<file path="config.mk">
export PLATFORM = sky130hd
export DESIGN_NAME = bsg_manycore_host_req_arbiter
export DESIGN_NICKNAME = d
export VERILOG_FILES = /design/src/rtl/bsg_manycore_host_pkg.sv /design/src/rtl/bsg_manycore_host_out_counter.sv /design/src/rtl/bsg_manycore_host_req_arbiter.sv
export SDC_FILE = /design/constraint.sdc
export NUM_CORES = 1
export LEC_CHECK = 0
export CAP_MARGIN = 20
export CELL_PAD_IN_SITES_DETAIL_PLACEMENT = 1
export CELL_PAD_IN_SITES_GLOBAL_PLACEMENT = 1
export CORE_AREA = 2 2 73 75
export CTS_CLUSTER_SIZE = 20
export DETAILED_ROUTE_END_ITERATION = 10
export DIE_AREA = 0 0 75 77
export DONT_BUFFER_PORTS = 1
export GPL_ROUTABILITY_DRIVEN = 0
export PLACE_DENSITY_LB_ADDON = 0.1
export SETUP_SLACK_MARGIN = 0.05
export SLEW_MARGIN = 20
export SYNTH_ARGS = -nofsm -noshare
export SYNTH_HDL_FRONTEND = slang
export SYNTH_SLANG_ARGS = --single-unit
</file>
<file path="constraint.sdc">
create_clock -name clk_i -period 2.65 [get_ports clk_i]
set_input_delay 0.53 -clock clk_i [delete_from_list [all_inputs] [get_ports clk_i]]
set_output_delay 0.53 -clock clk_i [all_outputs]
set_load 0.005 [all_outputs]
</file>
<file path="src/rtl/bsg_manycore_host_pkg.sv">
// Shared types and defaults for the manycore host request arbiter.
package bsg_manycore_host_pkg;

  localparam int unsigned host_num_req_default = 2;
  localparam int unsigned host_max_out_default = 16;

  // Tag width that stays at least one bit for a single requester.
  function automatic int unsigned safe_clog2(input int unsigned n);
    return (n <= 1) ? 1 : $clog2(n);
  endfunction

  // Bits needed to hold the value n itself.
  function automatic int unsigned width_of(input int unsigned n);
    return $clog2(n + 1);
  endfunction

  localparam int unsigned host_tag_width_default = safe_clog2(host_num_req_default);

  typedef logic [host_tag_width_default-1:0] host_tag_t;

endpackage

</file>
<file path="src/rtl/bsg_manycore_host_out_counter.sv">
// Per-requester outstanding-request counter: saturating up/down with underflow flag.
module bsg_manycore_host_out_counter
  import bsg_manycore_host_pkg::*;
#(
  parameter  int unsigned max_out_p      = host_max_out_default,
  localparam int unsigned count_width_lp = width_of(max_out_p)
) (
  input  logic                      clk,
  input  logic                      reset,
  input  logic                      up,
  input  logic                      down,
  output logic [count_width_lp-1:0] count,
  output logic                      underflow_c
);

  logic [count_width_lp-1:0] count_r;
  logic [count_width_lp-1:0] count_n;

  // Simultaneous up and down leaves the count unchanged; a down at zero is flagged.
  always_comb begin
    count_n     = count_r;
    underflow_c = down && (count_r == '0);
    if (up && !down && (count_r != count_width_lp'(max_out_p))) begin
      count_n = count_r + count_width_lp'(1);
    end else if (down && !up && (count_r != '0)) begin
      count_n = count_r - count_width_lp'(1);
    end
  end

  always_ff @(posedge clk) begin
    if (reset) count_r <= '0;
    else       count_r <= count_n;
  end

  assign count = count_r;

endmodule

</file>
<file path="src/rtl/bsg_manycore_host_req_arbiter.sv">
// Round-robin arbiter sharing the host I/O endpoint, with tag-based response steering.
// Optional fence ports are enabled by defining BSG_MANYCORE_HOST_ARB_FENCE_EN.
module bsg_manycore_host_req_arbiter
  import bsg_manycore_host_pkg::*;
#(
  parameter  int unsigned num_req_p             = host_num_req_default,
  parameter  int unsigned packet_width_p        = 32,
  parameter  int unsigned return_packet_width_p = 32,
  parameter  int unsigned max_out_p             = host_max_out_default,
  localparam int unsigned tag_width_lp          = safe_clog2(num_req_p),
  localparam int unsigned count_width_lp        = width_of(max_out_p)
) (
  input  logic                                  clk_i,
  input  logic                                  reset_i,
  input  logic [num_req_p-1:0]                  req_v_i,
  input  logic [num_req_p*packet_width_p-1:0]   req_data_i,
  input  logic [num_req_p-1:0]                  req_expect_resp_i,
  output logic [num_req_p-1:0]                  req_ready_o,
  output logic                                  out_v_o,
  output logic [packet_width_p-1:0]             out_data_o,
  output logic [tag_width_lp-1:0]               out_tag_o,
  input  logic                                  out_ready_i,
  input  logic                                  resp_v_i,
  input  logic [return_packet_width_p-1:0]      resp_data_i,
  input  logic [tag_width_lp-1:0]               resp_tag_i,
  output logic                                  resp_ready_o,
  output logic [num_req_p-1:0]                  resp_v_o,
  output logic [return_packet_width_p-1:0]      resp_data_o,
  input  logic [num_req_p-1:0]                  resp_ready_i,
  output logic [num_req_p*count_width_lp-1:0]   out_count_o,
`ifdef BSG_MANYCORE_HOST_ARB_FENCE_EN
  input  logic [num_req_p-1:0]                  fence_i,
  output logic [num_req_p-1:0]                  fence_done_o,
`endif
  output logic                                  error_o
);

  localparam int unsigned tag_ext_lp = tag_width_lp + 1;

  logic [num_req_p-1:0][packet_width_p-1:0] req_data;
  logic [num_req_p-1:0][count_width_lp-1:0] count;
  logic [num_req_p-1:0]                     fenced;
  logic [num_req_p-1:0]                     eligible;
  logic [num_req_p-1:0]                     up;
  logic [num_req_p-1:0]                     down;
  logic [num_req_p-1:0]                     underflow;
  logic [tag_width_lp-1:0]                  rr_ptr_r;
  logic [tag_width_lp-1:0]                  grant;
  logic [tag_width_lp-1:0]                  idx;
  logic                                     any_eligible;
  logic                                     req_hs;
  logic                                     resp_hs;
  logic                                     tag_oob;
  logic                                     resp_sel_ready;
  logic                                     error_r;

  assign req_data = req_data_i;

`ifdef BSG_MANYCORE_HOST_ARB_FENCE_EN
  assign fenced = fence_i;
`else
  assign fenced = '0;
`endif

  // A requester expecting a response needs a free credit to compete.
  always_comb begin
    eligible = '0;
    for (int unsigned i = 0; i < num_req_p; i++) begin
      eligible[i] = !reset_i && req_v_i[i] && !fenced[i]
                  && (!req_expect_resp_i[i] || (count[i] < count_width_lp'(max_out_p)));
    end
  end

  // First eligible index at or after rr_ptr, wrapping around.
  always_comb begin
    grant        = rr_ptr_r;
    any_eligible = 1'b0;
    idx          = rr_ptr_r;
    for (int unsigned k = 0; k < num_req_p; k++) begin
      if (!any_eligible && eligible[idx]) begin
        any_eligible = 1'b1;
        grant        = idx;
      end
      idx = (idx == tag_width_lp'(num_req_p - 1)) ? '0 : idx + tag_width_lp'(1);
    end
  end

  assign out_v_o    = any_eligible;
  assign out_data_o = req_data[grant];
  assign out_tag_o  = grant;
  assign req_hs     = any_eligible && out_ready_i;

  // Tags beyond the requester range are swallowed so the endpoint never stalls on them.
  assign tag_oob = {1'b0, resp_tag_i} >= tag_ext_lp'(num_req_p);

  always_comb begin
    req_ready_o    = '0;
    resp_v_o       = '0;
    up             = '0;
    down           = '0;
    resp_sel_ready = 1'b0;
    for (int unsigned i = 0; i < num_req_p; i++) begin
      req_ready_o[i] = req_hs && (grant == tag_width_lp'(i));
      up[i]          = req_ready_o[i] && req_expect_resp_i[i];
      if (resp_tag_i == tag_width_lp'(i)) begin
        resp_v_o[i]    = !reset_i && resp_v_i;
        resp_sel_ready = resp_ready_i[i];
      end
    end
    resp_ready_o = !reset_i && (tag_oob || resp_sel_ready);
    resp_hs      = resp_v_i && resp_ready_o;
    for (int unsigned i = 0; i < num_req_p; i++) begin
      down[i] = resp_hs && !tag_oob && (resp_tag_i == tag_width_lp'(i));
    end
  end

  assign resp_data_o = resp_data_i;

  for (genvar i = 0; i < num_req_p; i++) begin : g_cnt
    bsg_manycore_host_out_counter #(.max_out_p(max_out_p)) u_cnt (
      .clk         (clk_i),
      .reset       (reset_i),
      .up          (up[i]),
      .down        (down[i]),
      .count       (count[i]),
      .underflow_c (underflow[i])
    );
  end

  assign out_count_o = count;

  always_ff @(posedge clk_i) begin
    if (reset_i) begin
      rr_ptr_r <= '0;
    end else if (req_hs) begin
      rr_ptr_r <= (grant == tag_width_lp'(num_req_p - 1)) ? '0 : grant + tag_width_lp'(1);
    end
  end

  // Sticky until reset: unmatched response or out-of-range tag.
  always_ff @(posedge clk_i) begin
    if (reset_i) begin
      error_r <= 1'b0;
    end else if ((|underflow) || (resp_v_i && tag_oob)) begin
      error_r <= 1'b1;
    end
  end

  assign error_o = error_r;

`ifdef BSG_MANYCORE_HOST_ARB_FENCE_EN
  logic [num_req_p-1:0] fence_done_r;

  always_ff @(posedge clk_i) begin
    if (reset_i) begin
      fence_done_r <= '0;
    end else begin
      for (int unsigned i = 0; i < num_req_p; i++) begin
        fence_done_r[i] <= fence_i[i] && (count[i] == '0);
      end
    end
  end

  assign fence_done_o = fence_done_r;
`endif

endmodule
</file>
==> run metrics <==
initial core utilization=0.344; Pre-antenna DRT Iters=4; first-pass GRT wire length=roughly 7 mm; Crit Reg-Reg Startpoint=g_cnt[1].u_cnt.count[4]; proportion of layout cells with a drive suffix above 1=0.363; antenna cells=0; Synth-to-Final Area Change=-3.07%; H-tree depth=1; CP Cell Sequence=nand2b_4 -> or2_2 -> nor4b_4 -> inv_2 -> fa_1 -> a21o_1 -> a21o_1 -> or3_1 -> a31oi_1; core footprint=around 5000 um^2; post-CTS resize count=0; largest net degree at the start of global routing=35; vias in the first global route=1378; Least-Margin Pin Slew=roughly 0.33 ns; Clk Latency, worst-skew pair=around 0.24 ns; final hold vios=0; WP data required=2.82 ns; largest stage delay on the critical path=~0.42 ns; clk sink count=12; overall power=a little under 700 uW; Setup CP Type=primary input to register; vias=about 1300; FP Rows=26; final slew viol count=0; Setup TNS=0 ns; Reg clk slew, reported paths=around 0.060 ns; die area=5780 um^2; Post-synth top flop=dfxtp_1; Max Root-Sink Buffers=2; die height=a little under 80 um; crit start category=primary input; Port-buffer cells=0; # IOs=about 190; CTS Buf Count=3; initial antenna violation count=0; hpwl dp=4.35 mm; Max Cap Viol=0; fmax=around 400 MHz; asr flop ratio synth=0; GR Overflow Total=0; Synth warnings=0; final worst path period need=~2.5 ns; Critical-path top delay cell=fa_1; CTS root buffer=clkbuf_8; synthesized area per cell=9.36 um^2; Synth cell types=46; Mapped Area=1710 um^2; clock skew=0.00339 ns; final WL=between 5 and 6 mm; nets=approximately 280; synthesized instance count=about 180; FF+latch count, synth=12; headroom to the max-slew limit=0.779; total global-route track usage=0.162; Largest delay share family, worst path=simple AND/OR/NAND/NOR gates; leakage power=just over 0.7 nW; Worst Setup SP=reset_i; RSZ-0062 raised after global routing=false; CTS tree=done; hold crit path type=primary input to register; period utilization=0.926; WP data arrival=~2.6 ns; mean routed wirelength per cell=approximately 22 um; Most Frequent Cell on Critical Path=a21o_1; Mapped Nets=between 200 and 300; Final Setup Violations=0; HP Start=reset_i; pwr/cell area=just over 400 nW/um^2; Post-synth EDFFs=0; post-DR vias/cell=about 5.8; cts hold-fix bufs=0; postcts setup bufs=0; DR iter-0 viols=21; status=finished, final reports clean; sequential area share after synthesis=0.140; CP Capture Type=register; die width=approximately 75 um; number of remaining DRC errors=0; ANT nets after route=0; crit path buf inv count=1; VDD IR max=~0.25 mV; critical path peak fanout=15
## synthesized netlist by cell type (5+ instances only)
master / n / area [um^2]
buf_4: 32 / 240
a21o_1: 5 / 37.5
inv_1: 7 / 26.3
nand2_1: 6 / 22.5
nor2_1: 5 / 18.8
nor3_1: 9 / 45.0
mux2_4: 28 / 420
ha_1: 6 / 75.1
a21oi_1: 13 / 65.1
dfxtp_1: 12 / 240
## routing by layer
metal	vias to the layer above	part of all wire	GRT usage
met3	13	0.13	0.0670
met4	0	0.019	0.0536
met1	626	0.35	0.164
met5	-	0	0
met2	102	0.50	0.289
li1	589	-	-
## worst register-to-register path, cell delays in order (launching register included)
cell       delay, ns
dfxtp_1         0.34
inv_2           0.07
o2111ai_1       0.28
nor4b_4         0.29
inv_2           0.10
fa_1            0.42
a21o_1          0.17
a21o_1          0.20
or3_1           0.33
a31oi_1         0.16
## power breakdown
group / switching, mW / total, mW / internal [mW]
Clock: 0.0730 / 0.204 / 0.131
Sequential: 0.0189 / 0.213 / 0.194
Combinational: 0.119 / 0.261 / 0.143
## sequential cells by signal, indices dropped and copies added (netlist names)
name,flops
rr_ptr_r,1
g_cnt.u_cnt.count,10
error_o,1
## logic make-up after synthesis
| logic type | share of synthesized area |
|---|---|
| AO/OA/AOI/OAI | 0.156 |
| XOR/XNOR | 0.0205 |
| AND/OR/NAND/NOR | 0.143 |
| flip-flops | 0.140 |
| adder cells (fa/ha/maj) | 0.0738 |
| buffers and inverters | 0.183 |
| multiplexers | 0.283 |
## layout by cell type, fill, tap and decap left out, types with 2 or more instances in the layout
| cell | count |
|---|---|
| dfxtp_1 | 12 |
| nor2_1 | 5 |
| a31o_2 | 4 |
| xor2_1 | 4 |
| ha_1 | 6 |
| or4_1 | 2 |
| buf_4 | 9 |
| nor3_1 | 9 |
| mux2i_1 | 2 |
| o2111ai_1 | 2 |
| nand3b_1 | 2 |
| a21o_1 | 5 |
| o21ai_0 | 4 |
| or2_2 | 2 |
| a21oi_1 | 13 |
| inv_2 | 2 |
| fa_1 | 2 |
| mux2_2 | 4 |
| a31oi_1 | 3 |
| clkbuf_8 | 4 |
| nand3_1 | 3 |
| nand2_1 | 6 |
| inv_1 | 6 |
| mux2_4 | 28 |
## stage by stage
stage	instances	worst slack [ns]	utilization	hold WS (ns)	area [um^2]
after global placement	226	0.0728	0.323	0.520	1610
after global routing	230	0.0643	0.334	0.340	1660
after detailed placement	226	0.00713	0.323	0.520	1610
after CTS	230	0.189	0.334	0.344	1660
final	230	0.197	0.334	0.348	1660
after floorplan	183	0.0594	-	0.475	1710
## cell type report
cell class / instances / area [um^2]
fill: 580 / 3320
tap: 70 / 87.6
inverter: 8 / 30.0
timing repair buffer: 10 / 87.6
clock buffer: 4 / 55.1
sequential: 12 / 240
multi-input combinational: 126 / 1160
## path summary, 6_finish.rpt
check,endpoint,depth (start not counted),slack [ns]
max reg2reg,g_cnt[0].u_cnt.count[4],9,0.22
min reg2reg,rr_ptr_r,2,0.52
min,g_cnt[0].u_cnt.count[1],1,0.35
max,g_cnt[0].u_cnt.count[4],9,0.20
(Power assumes the default switching activity.)
